`config.mk`:
```
export PLATFORM = sky130hd
export DESIGN_NAME = fetch_seq
export DESIGN_NICKNAME = d
export VERILOG_FILES = /design/src/rtl/fetch_seq.sv
export SDC_FILE = /design/constraint.sdc
export NUM_CORES = 1
export LEC_CHECK = 0
export CAP_MARGIN = 20
export CORE_MARGIN = 2
export CORE_UTILIZATION = 40
export CTS_BUF_LIST = sky130_fd_sc_hd__clkbuf_8
export DETAILED_ROUTE_END_ITERATION = 10
export PLACE_DENSITY = 0.68
export RECOVER_POWER = 25
export SYNTH_ARGS = -nofsm -noshare
export SYNTH_HDL_FRONTEND = slang
export SYNTH_SLANG_ARGS = --single-unit
```
`constraint.sdc`:
```
create_clock -name clk -period 2.54 [get_ports clk]
set_input_delay 0.635 -clock clk [delete_from_list [all_inputs] [get_ports clk]]
set_output_delay 0.635 -clock clk [all_outputs]
set_load 0.01 [all_outputs]
```
`src/rtl/fetch_seq.sv`:
```
// fetch_seq: instruction sequencer stepping each instruction through
// FETCH/DECODE/EXEC/WB over a req/ack memory port.
//
// Ports:
//   clk, rst                 clock, async active-low reset
//   mem_addr, mem_req        fetch address (= pc) and request
//   mem_ack, mem_rdata       memory ack with same-cycle instruction byte
//   instr                    instruction register feeding decode
//   exec_en                  high in every EXEC cycle
//   exec_done, wb_req        execute finished / instruction needs writeback
//   jmp_en, jmp_addr         take jump at exec_done, jump target
//   we                       one-cycle register-file write strobe in WB
//   step                     single-step pulse (SEQ_SINGLE_STEP_EN only)
//   halt_req, halted         stop at next instruction boundary / in HALT
//   fault                    sticky fetch-timeout flag
//
// Optional feature macro: SEQ_SINGLE_STEP_EN adds the step input, which runs
// one instruction out of HALT while halt_req stays high.
module fetch_seq #(
    parameter int                ADDR_W        = 16,
    parameter logic [ADDR_W-1:0] RESET_PC      = '0,
    parameter int                FETCH_TIMEOUT = 15
) (
    input  logic              clk,
    input  logic              rst,
    output logic [ADDR_W-1:0] mem_addr,
    output logic              mem_req,
    input  logic              mem_ack,
    input  logic [7:0]        mem_rdata,
    output logic [7:0]        instr,
    output logic              exec_en,
    input  logic              exec_done,
    input  logic              wb_req,
    input  logic              jmp_en,
    input  logic [ADDR_W-1:0] jmp_addr,
    output logic              we,
`ifdef SEQ_SINGLE_STEP_EN
    input  logic              step,
`endif
    input  logic              halt_req,
    output logic              halted,
    output logic              fault
);

    typedef enum logic [2:0] {
        S_IDLE,
        S_FETCH,
        S_DECODE,
        S_EXEC,
        S_WB,
        S_HALT,
        S_FAULT
    } state_t;

    localparam logic [7:0] CNT_LAST = 8'(FETCH_TIMEOUT - 1);

    state_t            state, nxt;
    logic [ADDR_W-1:0] pc, pc_nxt;
    logic [7:0]        cnt, cnt_nxt;
    logic [7:0]        instr_nxt;
    logic              step_go;
    logic              stepping;
    logic              to_halt;

`ifdef SEQ_SINGLE_STEP_EN
    logic step_q;

    // Rising edge only, so a held step runs a single instruction.
    assign step_go = step & ~step_q & halt_req & (state == S_HALT);

    always_ff @(posedge clk or negedge rst) begin
        if (!rst) begin
            step_q   <= 1'b0;
            stepping <= 1'b0;
        end else begin
            step_q <= step;
            // Set when leaving HALT on a step, cleared on return to HALT.
            if (state == S_HALT)
                stepping <= step_go;
        end
    end
`else
    assign step_go  = 1'b0;
    assign stepping = 1'b0;
`endif

    // A stepped instruction always returns to HALT at its boundary.
    assign to_halt = halt_req | stepping;

    always_comb begin
        nxt       = state;
        pc_nxt    = pc;
        cnt_nxt   = cnt;
        instr_nxt = instr;
        unique case (state)
            S_IDLE: nxt = S_FETCH;
            S_FETCH: begin
                if (mem_ack) begin
                    instr_nxt = mem_rdata;
                    cnt_nxt   = 8'd0;
                    nxt       = S_DECODE;
                end else if (cnt == CNT_LAST) begin
                    nxt = S_FAULT;
                end else begin
                    cnt_nxt = cnt + 8'd1;
                end
            end
            S_DECODE: begin
                pc_nxt = pc + ADDR_W'(1);
                nxt    = S_EXEC;
            end
            S_EXEC: begin
                if (exec_done) begin
                    if (jmp_en)
                        pc_nxt = jmp_addr;
                    if (wb_req)
                        nxt = S_WB;
                    else
                        nxt = to_halt ? S_HALT : S_FETCH;
                end
            end
            S_WB: nxt = to_halt ? S_HALT : S_FETCH;
            S_HALT: begin
                if (step_go || !halt_req)
                    nxt = S_FETCH;
            end
            S_FAULT: nxt = S_FAULT;
            default: nxt = S_IDLE;
        endcase
    end

    // Outputs are registered from the next state so they stay pure Moore
    // and still drop the moment rst asserts.
    always_ff @(posedge clk or negedge rst) begin
        if (!rst) begin
            state   <= S_IDLE;
            pc      <= RESET_PC;
            cnt     <= 8'd0;
            instr   <= 8'h00;
            mem_req <= 1'b0;
            exec_en <= 1'b0;
            we      <= 1'b0;
            halted  <= 1'b0;
            fault   <= 1'b0;
        end else begin
            state   <= nxt;
            pc      <= pc_nxt;
            cnt     <= cnt_nxt;
            instr   <= instr_nxt;
            mem_req <= (nxt == S_FETCH);
            exec_en <= (nxt == S_EXEC);
            we      <= (nxt == S_WB);
            halted  <= (nxt == S_HALT);
            fault   <= (nxt == S_FAULT);
        end
    end

    assign mem_addr = pc;

endmodule

```
After elaboration in Yosys (flattened, before gate mapping)
Cells that the tools add are included.
{"block": "classes", "add_sub_neg": 2, "reduce_logical": 5, "muxes": 12, "n_eq_ne": 15}
{"op": "two-way mux 16 bit", "count": 2}
{"op": "case mux 16 bit (2 select lines)", "count": 1}
{"op": "case mux 3 bit (7 select lines)", "count": 1}
{"op": "== test 3 bit (second input constant)", "count": 6}
{"op": "two-way mux 3 bit", "count": 6}
{"op": "adder 16 x 1 -> 16 bit (second input constant)", "count": 1}
{"op": "two-way mux 8 bit", "count": 2}
{"op": "== test 3 x 2 -> 1 bit (second input constant)", "count": 3}
{"op": "adder 8 x 1 -> 8 bit (second input constant)", "count": 1}
{"op": "== test 8 x 4 -> 1 bit (second input constant)", "count": 1}
{"op": "== test 3 x 1 -> 1 bit (second input constant)", "count": 2}
{"op": "inequality test 2 bit (second input constant)", "count": 3}
{"op": "AND reduction 2 bit", "count": 2}
{"op": "logical NOT 3 bit", "count": 1}
{"op": "AND reduction 3 bit", "count": 1}
{"op": "nonzero test 2 bit", "count": 1}
{"block": "word_totals", "reg_bits": 40, "output_inout_bits": 29, "elab_cells": 43, "input_bits": 31}

Depth between registers and ports, before layout
{"block": "logic_depth", "depth_word": 5, "mapped_depth": 7, "ltp_nobuf": 7}

Least setup slack after synthesis
OpenSTA, ideal clock, no wires.
{"block": "synth_timing", "path_kind": "register -> register", "from": "register cnt[0]", "to": "register halted", "t_arrival_ps": 1809, "path_buffers": 1, "stages_incl_launch_ff": 8, "path_slack_ps": 599, "setup_ps": 132, "period_less_slack_ps": 1941, "t_required_ps": 2408, "path_cell_list": "dfrtp_1 > inv_1 > ha_1 > or4b_4 > or3_1 > buf_6 > a21oi_2 > nor3_1"}
{"block": "synth_between", "elab_chain_cells": 5}
{"element": "start, declared", "line": "59", "source": "logic [7:0] cnt, cnt_nxt;"}
{"element": "start signal, assigned", "line": "148", "source": "cnt <= cnt_nxt;"}
{"element": "== test 8 x 4 -> 1 bit", "line": "102", "source": "end else if (cnt == CNT_LAST) begin"}
{"element": "two-way mux 3 bit", "line": "102"}
{"element": "two-way mux 3 bit", "line": "98", "source": "if (mem_ack) begin"}
{"element": "case mux 3 bit (7 select lines)", "line": "95", "source": "unique case (state)"}
{"element": "== test 3 bit", "line": "153", "source": "halted <= (nxt == S_HALT);"}
{"element": "end signal, assigned", "line": "153"}
{"element": "end, declared", "line": "41", "source": "output logic halted,"}
Every way passes these cells.
A chain may end at the register's enable or synchronous reset.

Worst setup path after layout
Ends and elaborated chain as after synthesis.

==> impl_metrics.json <==
{
  "ys_seq_area_frac": 0.4551,
  "hpwl_mm": 3.865,
  "routed_wl_mm": 5.335,
  "rsz0062_at_grt": "false",
  "syn_to_final_growth_pct": 33.79,
  "cts_root_buf": "clkbuf_8",
  "grt-ovfl-total": 0,
  "synth-xor-area-share": 0,
  "detail-route-antenna-nets": 0,
  "whs_ns": 0.4764,
  "synth_area_per_cell_um2": 9.481,
  "tightest_slew_ns": 1.003,
  "start_util": 0.4226,
  "die_x_um": 78.16,
  "drv_cap": 0,
  "finalClockSkew_ns": 0.003817,
  "netlist-cell-type-count": 47,
  "synth_top_area_share": 0.4551,
  "cts_hold_buf": 0,
  "ir_worst_vdd_mv": 0.5986,
  "synthArstFlopShare": 1.000,
  "nets": 323,
  "clock_sink_count": 40,
  "first_global_vias": 1851,
  "syn_area_mm2": 0.002200,
  "syn_inst": 232,
  "postCtsSetupRepairBufs": 0,
  "crit_fanout": 6,
  "grt_pass1_wl_mm": 8.797,
  "io_buffers": 59,
  "synth_simple_gate_area_share": 0.2139,
  "cts-htree-levels": 2,
  "routedWlPerCell_um": 14.82,
  "cts_tree": "built",
  "slew_violations": 0,
  "ios": 60,
  "die_h_um": 78.16,
  "drive_gt1_frac": 0.09310,
  "n_antenna_cell": 0,
  "ys.flop_type": "dfrtp_1",
  "clk_path_buf_depth": 2,
  "outcome": "finished clean",
  "ys_ff_latch": 40,
  "p_leak_nw": 1.192,
  "synth.area.top_cells": "dfrtp_1 (46%), a21oi_1 (5.5%), o21ai_0 (4.3%)",
  "tns_ns": 0,
  "clk_pin_slew_ns": 0.08,
  "synth_fp_nets": 266,
  "first_iter_violations": 93,
  "setup_ws_ns": 0.4434,
  "fin_crit_sh": 0.8254,
  "cts_repair_resize_count": 0,
  "slew_headroom": 0.3311,
  "drc_errors": 0,
  "place_congestion": 0.8295,
  "powerDensity_mw_per_mm2": 1183,
  "hold_violations": 0,
  "core-area_mm2": 0.005205,
  "insertion_delay_ns": 0.30,
  "yosysTopAreaCell": "dfrtp_1",
  "grt_max_degree": 32,
  "cp.arrival_ns": 2.27,
  "r2r_start": "cnt[0]",
  "setup_viol_count_final": 0,
  "power_mw": 3.481,
  "cp-start-kind": "flip-flop",
  "synth_fa_ha_area_frac": 0.01706,
  "yosys_warnings": 0,
  "cp.required_ns": 2.72,
  "worstSetupEndpointType": "flip-flop",
  "die_area_mm2": 0.006108,
  "synth.most_common_cell": "dfrtp_1",
  "via_count": 1996,
  "synth_top_family_by_area": "simple AND/OR/NAND/NOR gates",
  "synth_compound_area_frac": 0.2065,
  "track_usage": 0.1807,
  "cp-startpoint": "cnt[0]",
  "synth_edf_count": 0,
  "cts_buffers": 5,
  "dp_slack_ns": 0.3611,
  "synth_common_cells": "dfrtp_1 (40), a21oi_1 (24), nand2_1 (22), o21ai_0 (19), nor2_1 (11)",
  "viasPerCell": 5.544,
  "clock.fmax_mhz": 477.0,
  "fp-row-count": 26,
  "antenna_found_initial": 0,
  "first_pass_iters": 4,
  "yosys-mux-area-fraction": 0.05916,
  "layout_min_cycle_time_ns": 2.097,
  "worstSetupPathType": "flip-flop to flip-flop",
  "min_path_type": "input pin to async pin"
}
worst paths after layout:
| check | endpoint | slack (ns) | cells past startpoint |
|---|---|---|---|
| worst max-delay path | halted | 0.44 | 6 |
| worst max register to register | halted | 0.44 | 6 |
| worst min-delay path | cnt[0] | 0.48 | 1 |
| max in group asynchronous | mem_addr[7] | 0.97 | 2 |
| worst min register to register | instr[7] | 0.51 | 1 |
| min in group clk | instr[7] | 0.51 | 1 |
flip-flops by register name, summed over array words and instances (netlist names):
name and flops:
mem_addr 16, cnt 8, instr 8, state 3, exec_en 1, fault 1, halted 1, mem_req 1
we 1
cells in the final DEF (no fill, tap or decap), types with 2 or more instances in the layout:
| master | instances |
|---|---|
| buf_4 | 3 |
| dfrtp_1 | 40 |
| nand4_1 | 6 |
| mux2i_1 | 4 |
| and4_1 | 3 |
| a21boi_0 | 2 |
| o21a_1 | 3 |
| a31oi_1 | 3 |
| nor4_1 | 4 |
| nand2b_1 | 4 |
| nor2_1 | 11 |
| clkdlybuf4s50_1 | 58 |
| a2bb2oi_1 | 4 |
| a21o_1 | 2 |
| mux2_2 | 8 |
| nand3_1 | 10 |
| nor3_1 | 5 |
| o2bb2ai_1 | 2 |
| a21oi_1 | 24 |
| ha_1 | 3 |
| inv_1 | 5 |
| or4_1 | 2 |
| clkbuf_8 | 5 |
| and3_1 | 3 |
| nand2_1 | 22 |
| a41oi_1 | 3 |
| o22ai_1 | 5 |
| o21ai_0 | 19 |
| nand4b_1 | 4 |
area by class of cell:
cell class,instances,area (µm²)
well taps,70,87.58
fillers,485,2262
clock buffers,5,68.82
repair buffers,64,631.9
flip-flops and latches,40,1001
clock inverters,3,42.54
inverters,5,18.77
multi-input cells,173,1092
through the flow:
stage          instances  instance area [µm²]    util
2_1_floorplan        232                 2200       -
3_3_place_gp         352                 2835  0.5447
5_1_grt              360                 2943  0.5654
3_5_place_dp         352                 2835  0.5447
4_1_cts              360                 2947  0.5661
6_report             360                 2943  0.5654
critical path, stage by stage, from the launching register on:
cell	delay, ns
dfrtp_1	0.43
inv_1	0.09
ha_1	0.13
or4b_4	0.46
or3_1	0.51
a21oi_2	0.27
nor3_1	0.08
metal layers:
metal | vias to the layer above | track usage | part of all wire | wire length [µm]
met5 | - | 0 | 0 | 0
met4 | 0 | 0.07193 | 0.020 | 106
met3 | 10 | 0.04483 | 0.055 | 296
met2 | 53 | 0.2759 | 0.46 | 2443
met1 | 954 | 0.2463 | 0.47 | 2489
li1 | 979 | - | - | -
report_power, final:
group / internal [mW] / switching, mW / leakage (nW)
sequential: 0.900 / 0.306 / 0.486
clock: 0.291 / 0.245 / 0.0541
combinational: 0.893 / 0.846 / 0.652
total: 2.08 / 1.40 / 1.19
cells by family (layout without fill, tap and decap cells):
logic type	Yosys count	after routing
AO/OA/AOI/OAI	73	73
flip-flops	40	40
multiplexers	12	12
AND/OR/NAND/NOR	85	85
buffers and inverters	19	77
adder cells (fa/ha/maj)	3	3
(Power assumes the default switching activity.)
